<file path="config.mk">
export PLATFORM = sky130hd
export DESIGN_NAME = cpu_step_ctrl
export DESIGN_NICKNAME = d
export VERILOG_FILES = /design/src/rtl/cpu_step_ctrl_pkg.sv /design/src/rtl/cpu_step_ctrl_btn.sv /design/src/rtl/cpu_step_ctrl.sv
export SDC_FILE = /design/constraint.sdc
export NUM_CORES = 1
export LEC_CHECK = 0
export ABC_AREA = 1
export CAP_MARGIN = 20
export CORE_ASPECT_RATIO = 1.2
export CORE_MARGIN = 4
export CORE_UTILIZATION = 55
export DETAILED_ROUTE_END_ITERATION = 6
export PLACE_DENSITY = 0.83
export SLEW_MARGIN = 20
export SYNTH_ARGS = -nofsm -noshare
export SYNTH_HDL_FRONTEND = slang
export SYNTH_SLANG_ARGS = --single-unit
</file>
<file path="constraint.sdc">
create_clock -name i_clk -period 1.8 [get_ports i_clk]
set_clock_uncertainty 0.05 [all_clocks]
set_input_delay 0.36 -clock i_clk [delete_from_list [all_inputs] [get_ports i_clk]]
set_output_delay 0.36 -clock i_clk [all_outputs]
set_load 0.005 [all_outputs]
</file>
<file path="src/rtl/cpu_step_ctrl_pkg.sv">
// Shared definitions for the cpu_step_ctrl run/step sequencer.
// Holds the 2-bit state encoding seen on o_state_out and the default debounce length.
package cpu_step_ctrl_pkg;

  localparam int unsigned STATE_W            = 2;
  localparam int unsigned DEB_CYCLES_DEFAULT = 1000000;

  typedef enum logic [STATE_W-1:0] {
    ST_PAUSE = 2'd0,
    ST_RUN   = 2'd1,
    ST_STEP  = 2'd2,
    ST_HALT  = 2'd3
  } state_t;

endpackage

</file>
<file path="src/rtl/cpu_step_ctrl_btn.sv">
// btn_debounce: two-flop synchroniser, stable-level debouncer and rising-edge detector
// for one raw push button.
// Ports:
//   i_clk    board clock
//   i_rst    synchronous active-high reset
//   i_btn    raw, asynchronous button level
//   o_press  one-cycle pulse when the debounced level rises
module btn_debounce
  import cpu_step_ctrl_pkg::*;
#(
  parameter int unsigned DEB_CYCLES = DEB_CYCLES_DEFAULT
) (
  input  logic i_clk,
  input  logic i_rst,
  input  logic i_btn,
  output logic o_press
);

  // Counter only needs to reach DEB_CYCLES-1.
  localparam int unsigned CNT_W = (DEB_CYCLES > 1) ? $clog2(DEB_CYCLES) : 1;

  logic             r_sync1;
  logic             r_sync2;
  logic             r_level;
  logic             r_press;
  logic [CNT_W-1:0] r_cnt;

  // Counter measures how long the synchronised input has disagreed with the accepted
  // level; any agreeing sample restarts it, so only a clean run of DEB_CYCLES flips it.
  always_ff @(posedge i_clk) begin
    if (i_rst) begin
      r_sync1 <= 1'b0;
      r_sync2 <= 1'b0;
      r_level <= 1'b0;
      r_press <= 1'b0;
      r_cnt   <= '0;
    end else begin
      r_sync1 <= i_btn;
      r_sync2 <= r_sync1;
      r_press <= 1'b0;
      if (r_sync2 == r_level) begin
        r_cnt <= '0;
      end else if (r_cnt == CNT_W'(DEB_CYCLES - 1)) begin
        r_cnt   <= '0;
        r_level <= r_sync2;
        r_press <= r_sync2;
      end else begin
        r_cnt <= r_cnt + CNT_W'(1);
      end
    end
  end

  assign o_press = r_press;

endmodule

</file>
<file path="src/rtl/cpu_step_ctrl.sv">
// cpu_step_ctrl: run/step/halt sequencer producing a one-cycle processor clock enable
// in the board clock domain, plus display latch and executed-cycle counter.
// Optional breakpoint support is compiled in with macro CPU_STEP_BREAKPOINT_EN.
// Ports:
//   i_clk, i_rst          board clock, synchronous active-high reset
//   i_btn_run, i_btn_step raw buttons (toggle run/pause, single step)
//   i_halt_req            level, forces HALT while high
//   i_result_in           processor ResultW
//   i_bp_addr, i_mem_addr, i_mem_write   breakpoint inputs (macro builds only)
//   o_cpu_en              one-cycle enable pulse to the processor
//   o_disp_value          result_in[15:0] captured on each pulse
//   o_cycle_count         number of pulses issued (wraps)
//   o_state_out           PAUSE=0 RUN=1 STEP=2 HALT=3
module cpu_step_ctrl
  import cpu_step_ctrl_pkg::*;
#(
  parameter int unsigned RATE_W     = 26,
  parameter int unsigned RATE_DIV   = 50000000,
  parameter int unsigned DEB_CYCLES = DEB_CYCLES_DEFAULT,
  parameter int unsigned CNT_W      = 32
) (
  input  logic               i_clk,
  input  logic               i_rst,
  input  logic               i_btn_run,
  input  logic               i_btn_step,
  input  logic               i_halt_req,
  input  logic [31:0]        i_result_in,
`ifdef CPU_STEP_BREAKPOINT_EN
  input  logic [31:0]        i_bp_addr,
  input  logic [31:0]        i_mem_addr,
  input  logic               i_mem_write,
`endif
  output logic               o_cpu_en,
  output logic [15:0]        o_disp_value,
  output logic [CNT_W-1:0]   o_cycle_count,
  output logic [STATE_W-1:0] o_state_out
);

  localparam logic [RATE_W-1:0] DIV_MAX = RATE_W'(RATE_DIV - 1);

  state_t            r_state;
  state_t            w_state_next;
  logic [RATE_W-1:0] r_div;
  logic [RATE_W-1:0] w_div_next;
  logic              r_cpu_en;
  logic              w_pulse;
  logic [15:0]       r_disp;
  logic [CNT_W-1:0]  r_count;
  logic              w_run_press;
  logic              w_step_press;
  logic              w_bp_hit;
  logic              w_halt;
  logic              w_unused;

  btn_debounce #(.DEB_CYCLES(DEB_CYCLES)) u_deb_run (
    .i_clk   (i_clk),
    .i_rst   (i_rst),
    .i_btn   (i_btn_run),
    .o_press (w_run_press)
  );

  btn_debounce #(.DEB_CYCLES(DEB_CYCLES)) u_deb_step (
    .i_clk   (i_clk),
    .i_rst   (i_rst),
    .i_btn   (i_btn_step),
    .o_press (w_step_press)
  );

  // Breakpoint is judged only on the cycle the processor actually executes.
`ifdef CPU_STEP_BREAKPOINT_EN
  assign w_bp_hit = r_cpu_en & i_mem_write & (i_mem_addr == i_bp_addr);
`else
  assign w_bp_hit = 1'b0;
`endif

  assign w_halt   = i_halt_req | w_bp_hit;
  assign w_unused = ^i_result_in[31:16];

  // State register.
  always_ff @(posedge i_clk) begin
    if (i_rst) begin
      r_state <= ST_PAUSE;
    end else begin
      r_state <= w_state_next;
    end
  end

  // Next-state logic; halt outranks every button event, run outranks step.
  always_comb begin
    w_state_next = r_state;
    if (w_halt) begin
      w_state_next = ST_HALT;
    end else begin
      case (r_state)
        ST_PAUSE: begin
          if (w_run_press)       w_state_next = ST_RUN;
          else if (w_step_press) w_state_next = ST_STEP;
        end
        ST_RUN:  if (w_run_press) w_state_next = ST_PAUSE;
        ST_STEP: w_state_next = ST_PAUSE;
        ST_HALT: if (w_run_press) w_state_next = ST_PAUSE;
        default: w_state_next = ST_PAUSE;
      endcase
    end
  end

  // Output logic: pulse request and divider next value. The divider rests at zero
  // outside RUN so entering RUN always starts a full period.
  always_comb begin
    w_pulse    = 1'b0;
    w_div_next = '0;
    case (r_state)
      ST_RUN: begin
        if (w_state_next == ST_RUN) begin
          if (r_div == DIV_MAX) begin
            w_pulse    = 1'b1;
            w_div_next = '0;
          end else begin
            w_div_next = r_div + RATE_W'(1);
          end
        end
      end
      ST_STEP: w_pulse = ~w_halt;
      default: ;
    endcase
  end

  // Registered enable, divider, display latch and executed-cycle counter.
  always_ff @(posedge i_clk) begin
    if (i_rst) begin
      r_div    <= '0;
      r_cpu_en <= 1'b0;
      r_disp   <= '0;
      r_count  <= '0;
    end else begin
      r_div    <= w_div_next;
      r_cpu_en <= w_pulse;
      if (r_cpu_en) begin
        r_disp  <= i_result_in[15:0];
        r_count <= r_count + CNT_W'(1);
      end
    end
  end

  assign o_cpu_en      = r_cpu_en;
  assign o_disp_value  = r_disp;
  assign o_cycle_count = r_count;
  assign o_state_out   = r_state;

endmodule

</file>
==> metrics.csv, run 1 <==
metric,value,unit
synth_top_family_by_area,simple AND/OR/NAND/NOR gates,
num_rows,42,
clock_path_buffers,2,
total_power,6.51,mW
cp.required,1.39,ns
ff_latch_area,2540,um^2
core_region_area,11000,um^2
fmax,570,MHz
end_kind,output pin,
multi_input_area,3250,um^2
status,"finished, final reports clean",
port_buffers,71,
die_x,105,um
io_pins,88,
cts-root-buf,clkbuf_16,
utilization,0.705,
final_common_cell,nand2_1,
critPathMaxFanout,5,
dp_hpwl,9610,um
detail_route.wl_per_cell,12.0,um
max_cap_viol_count,0,
p_per_area,838,nW/um^2
clock_latency,0.42,ns
syn_area_per_cell,6.78,um^2
synth_flop_cell,dfxtp_1,
fin_crit,1.76,ns
synth_edf_count,0,
via_per_inst,5.01,
antenna_found_initial,0,
grt_max_degree,27,
start_util,0.561,
slowest_stage,clkdlybuf4s50_1,
yosys.area_share.simple,0.406,
period_share,0.975,
async_flop_share,0,
tns,0,ns
drive_gt1_frac,0.124,
worstPathCellList,clkdlybuf4s50_1,
critical_path_arrival,1.35,ns
yosys.area_share.xor_xnor,0.0538,
numCtsBuffers,17,
most-common-layout-cells,"nand2_1, nor2_1, dfxtp_1",
finalHoldViolCount,0,
crit_buf_inv,1,
grt_pass1_vias,5512,
grt_usage,0.219,
crit_family,buffers and inverters,
grt_overflow,0,
ant_nets,0,
grt_pass1_wl,23900,um
synth_cell_types,33,
drc,0,
cts_tree,yes,
dr.pass1.iters,4,
rsz0062_at_grt,no,
relSlewSlack,0.707,
synthAdderAreaFrac,0.0162,
hold_ws,0.371,ns
die_area,13000,um^2
cts.sinks,125,
irDropWorstVdd,525,uV
path_clk_slew,0.06,ns
critPathLaunchType,register,
ys_warn_count,0,
hp-class,register to register,
drt_wl_total,13800,um
finalSetupViolations,0,
layout.nets,1049,
path_class,register to output pin,
htreeDepth,4,
synth-compound-area-share,0.0469,
n_antenna_cell,0,
areaGrowthSynthToFinish,25.7,%
tightest_slew,0.439,ns
die_h,124,um
synth_nets,958,
yosys_register_bits,125,
vias,5760,
synthMuxAreaShare,0,
gp_congestion,0.896,
ys_seq_area_frac,0.404,
drt_iter0_markers,269,
netlist_instances,913,
crit_path_max_incr_delay,0.53,ns
maxSlewViolCount,0,
netlist_area,6190,um^2
fill_cells,883,
power_leakage,2.75,nW
-- sequential cells by signal, indices dropped and copies added (netlist names), 2 cells and up --
signal and flops:
u_deb_run.r_cnt 20, o_cycle_count 32, r_div 26, o_disp_value 16, u_deb_step.r_cnt 20, o_state_out 2
-- synth_stat cells, types with 3 or more instances --
master	n	area, um^2
nand4_1	17	106
inv_1	86	323
xnor2_1	13	114
nand2_1	220	826
nand3_1	61	305
nor2_1	215	807
a21oi_1	27	135
nor3_1	15	75.1
ha_1	8	100
nand3b_1	4	30.0
buf_4	3	22.5
o21ai_0	22	110
xor2_1	25	219
nor2_4	3	33.8
a21o_1	4	30.0
nor2_2	34	213
clkbuf_1	7	26.3
nand3_2	3	30.0
dfxtp_1	125	2500
-- power breakdown --
group          leakage, nW  internal, mW  total (mW)  switching, mW
clock network        0.279          2.19        3.52           1.33
logic                 1.45        0.0988       0.191         0.0925
registers             1.02          2.79        2.80         0.0129
-- what timing repair did --
item,4_1_cts,5_1_grt
pin swaps,0,1
hold buffers,0,0
resized for setup,13,21
endpoints found under the setup margin,13,45
buffers inserted,0,2
-- per-stage QoR --
step | setup WS [ns] | area (um^2) | std cells
3_5_place_dp | 0.0251 | 7100 | 1115
2_1_floorplan | 0.200 | 6190 | 913
5_1_grt | 0.00411 | 7780 | 1149
3_3_place_gp | 0.0774 | 7100 | 1115
4_1_cts | 0.00124 | 7720 | 1147
6_report | 0.0448 | 7780 | 1149
-- cell families after synthesis --
logic type / Yosys count
simple gates: 583
flops: 125
buf+inv: 104
compound gates: 55
xor+xnor: 38
fa+ha+maj: 8
-- per-layer routing --
metal / routed length (um) / global-route usage / share of wire / up-vias
met5: 0 / 0 / 0 / -
li1: - / - / - / 3031
met2: 6730 / 0.382 / 0.49 / 160
met3: 898 / 0.0561 / 0.065 / 17
met4: 217 / 0.0834 / 0.016 / 0
met1: 5930 / 0.255 / 0.43 / 2552
-- layout make-up --
type                    instances  share of cell area
clock buffers                  17              0.0547
clock inverters                15              0.0241
multi-input cells             684               0.418
repair buffers                 88               0.112
well taps                     132              0.0212
inverters                      88              0.0425
flip-flops and latches        125               0.327
-- worst paths after layout --
check / slack, ns / cells after the start / startpoint / endpoint
worst max register to register: 0.18 / 10 / o_state_out[0]$_SDFF_PP0_ / r_div[20]$_SDFF_PP0_
worst min register to register: 0.37 / 2 / u_deb_step.r_sync1$_SDFF_PP0_ / u_deb_step.r_sync2$_SDFF_PP0_
worst min-delay path: 0.37 / 2 / u_deb_step.r_sync1$_SDFF_PP0_ / u_deb_step.r_sync2$_SDFF_PP0_
worst max-delay path: 0.04 / 1 / o_cycle_count[6]$_SDFFE_PP0P_ / o_cycle_count[6]
Power figures use the tool's default switching activity.
==> inputs of run 2 (changes only) <==
CAP_MARGIN = default   (was 20)
==> results of run 2 <==
The final DEF is identical to that of run 1; final timing and power are the same.
==> inputs of run 3 (changes only) <==
CTS_CLUSTER_SIZE = 24   (was default)
SLEW_MARGIN = default   (was 20)
==> results of run 3 <==
The final DEF is identical to that of run 1; final timing and power are the same.
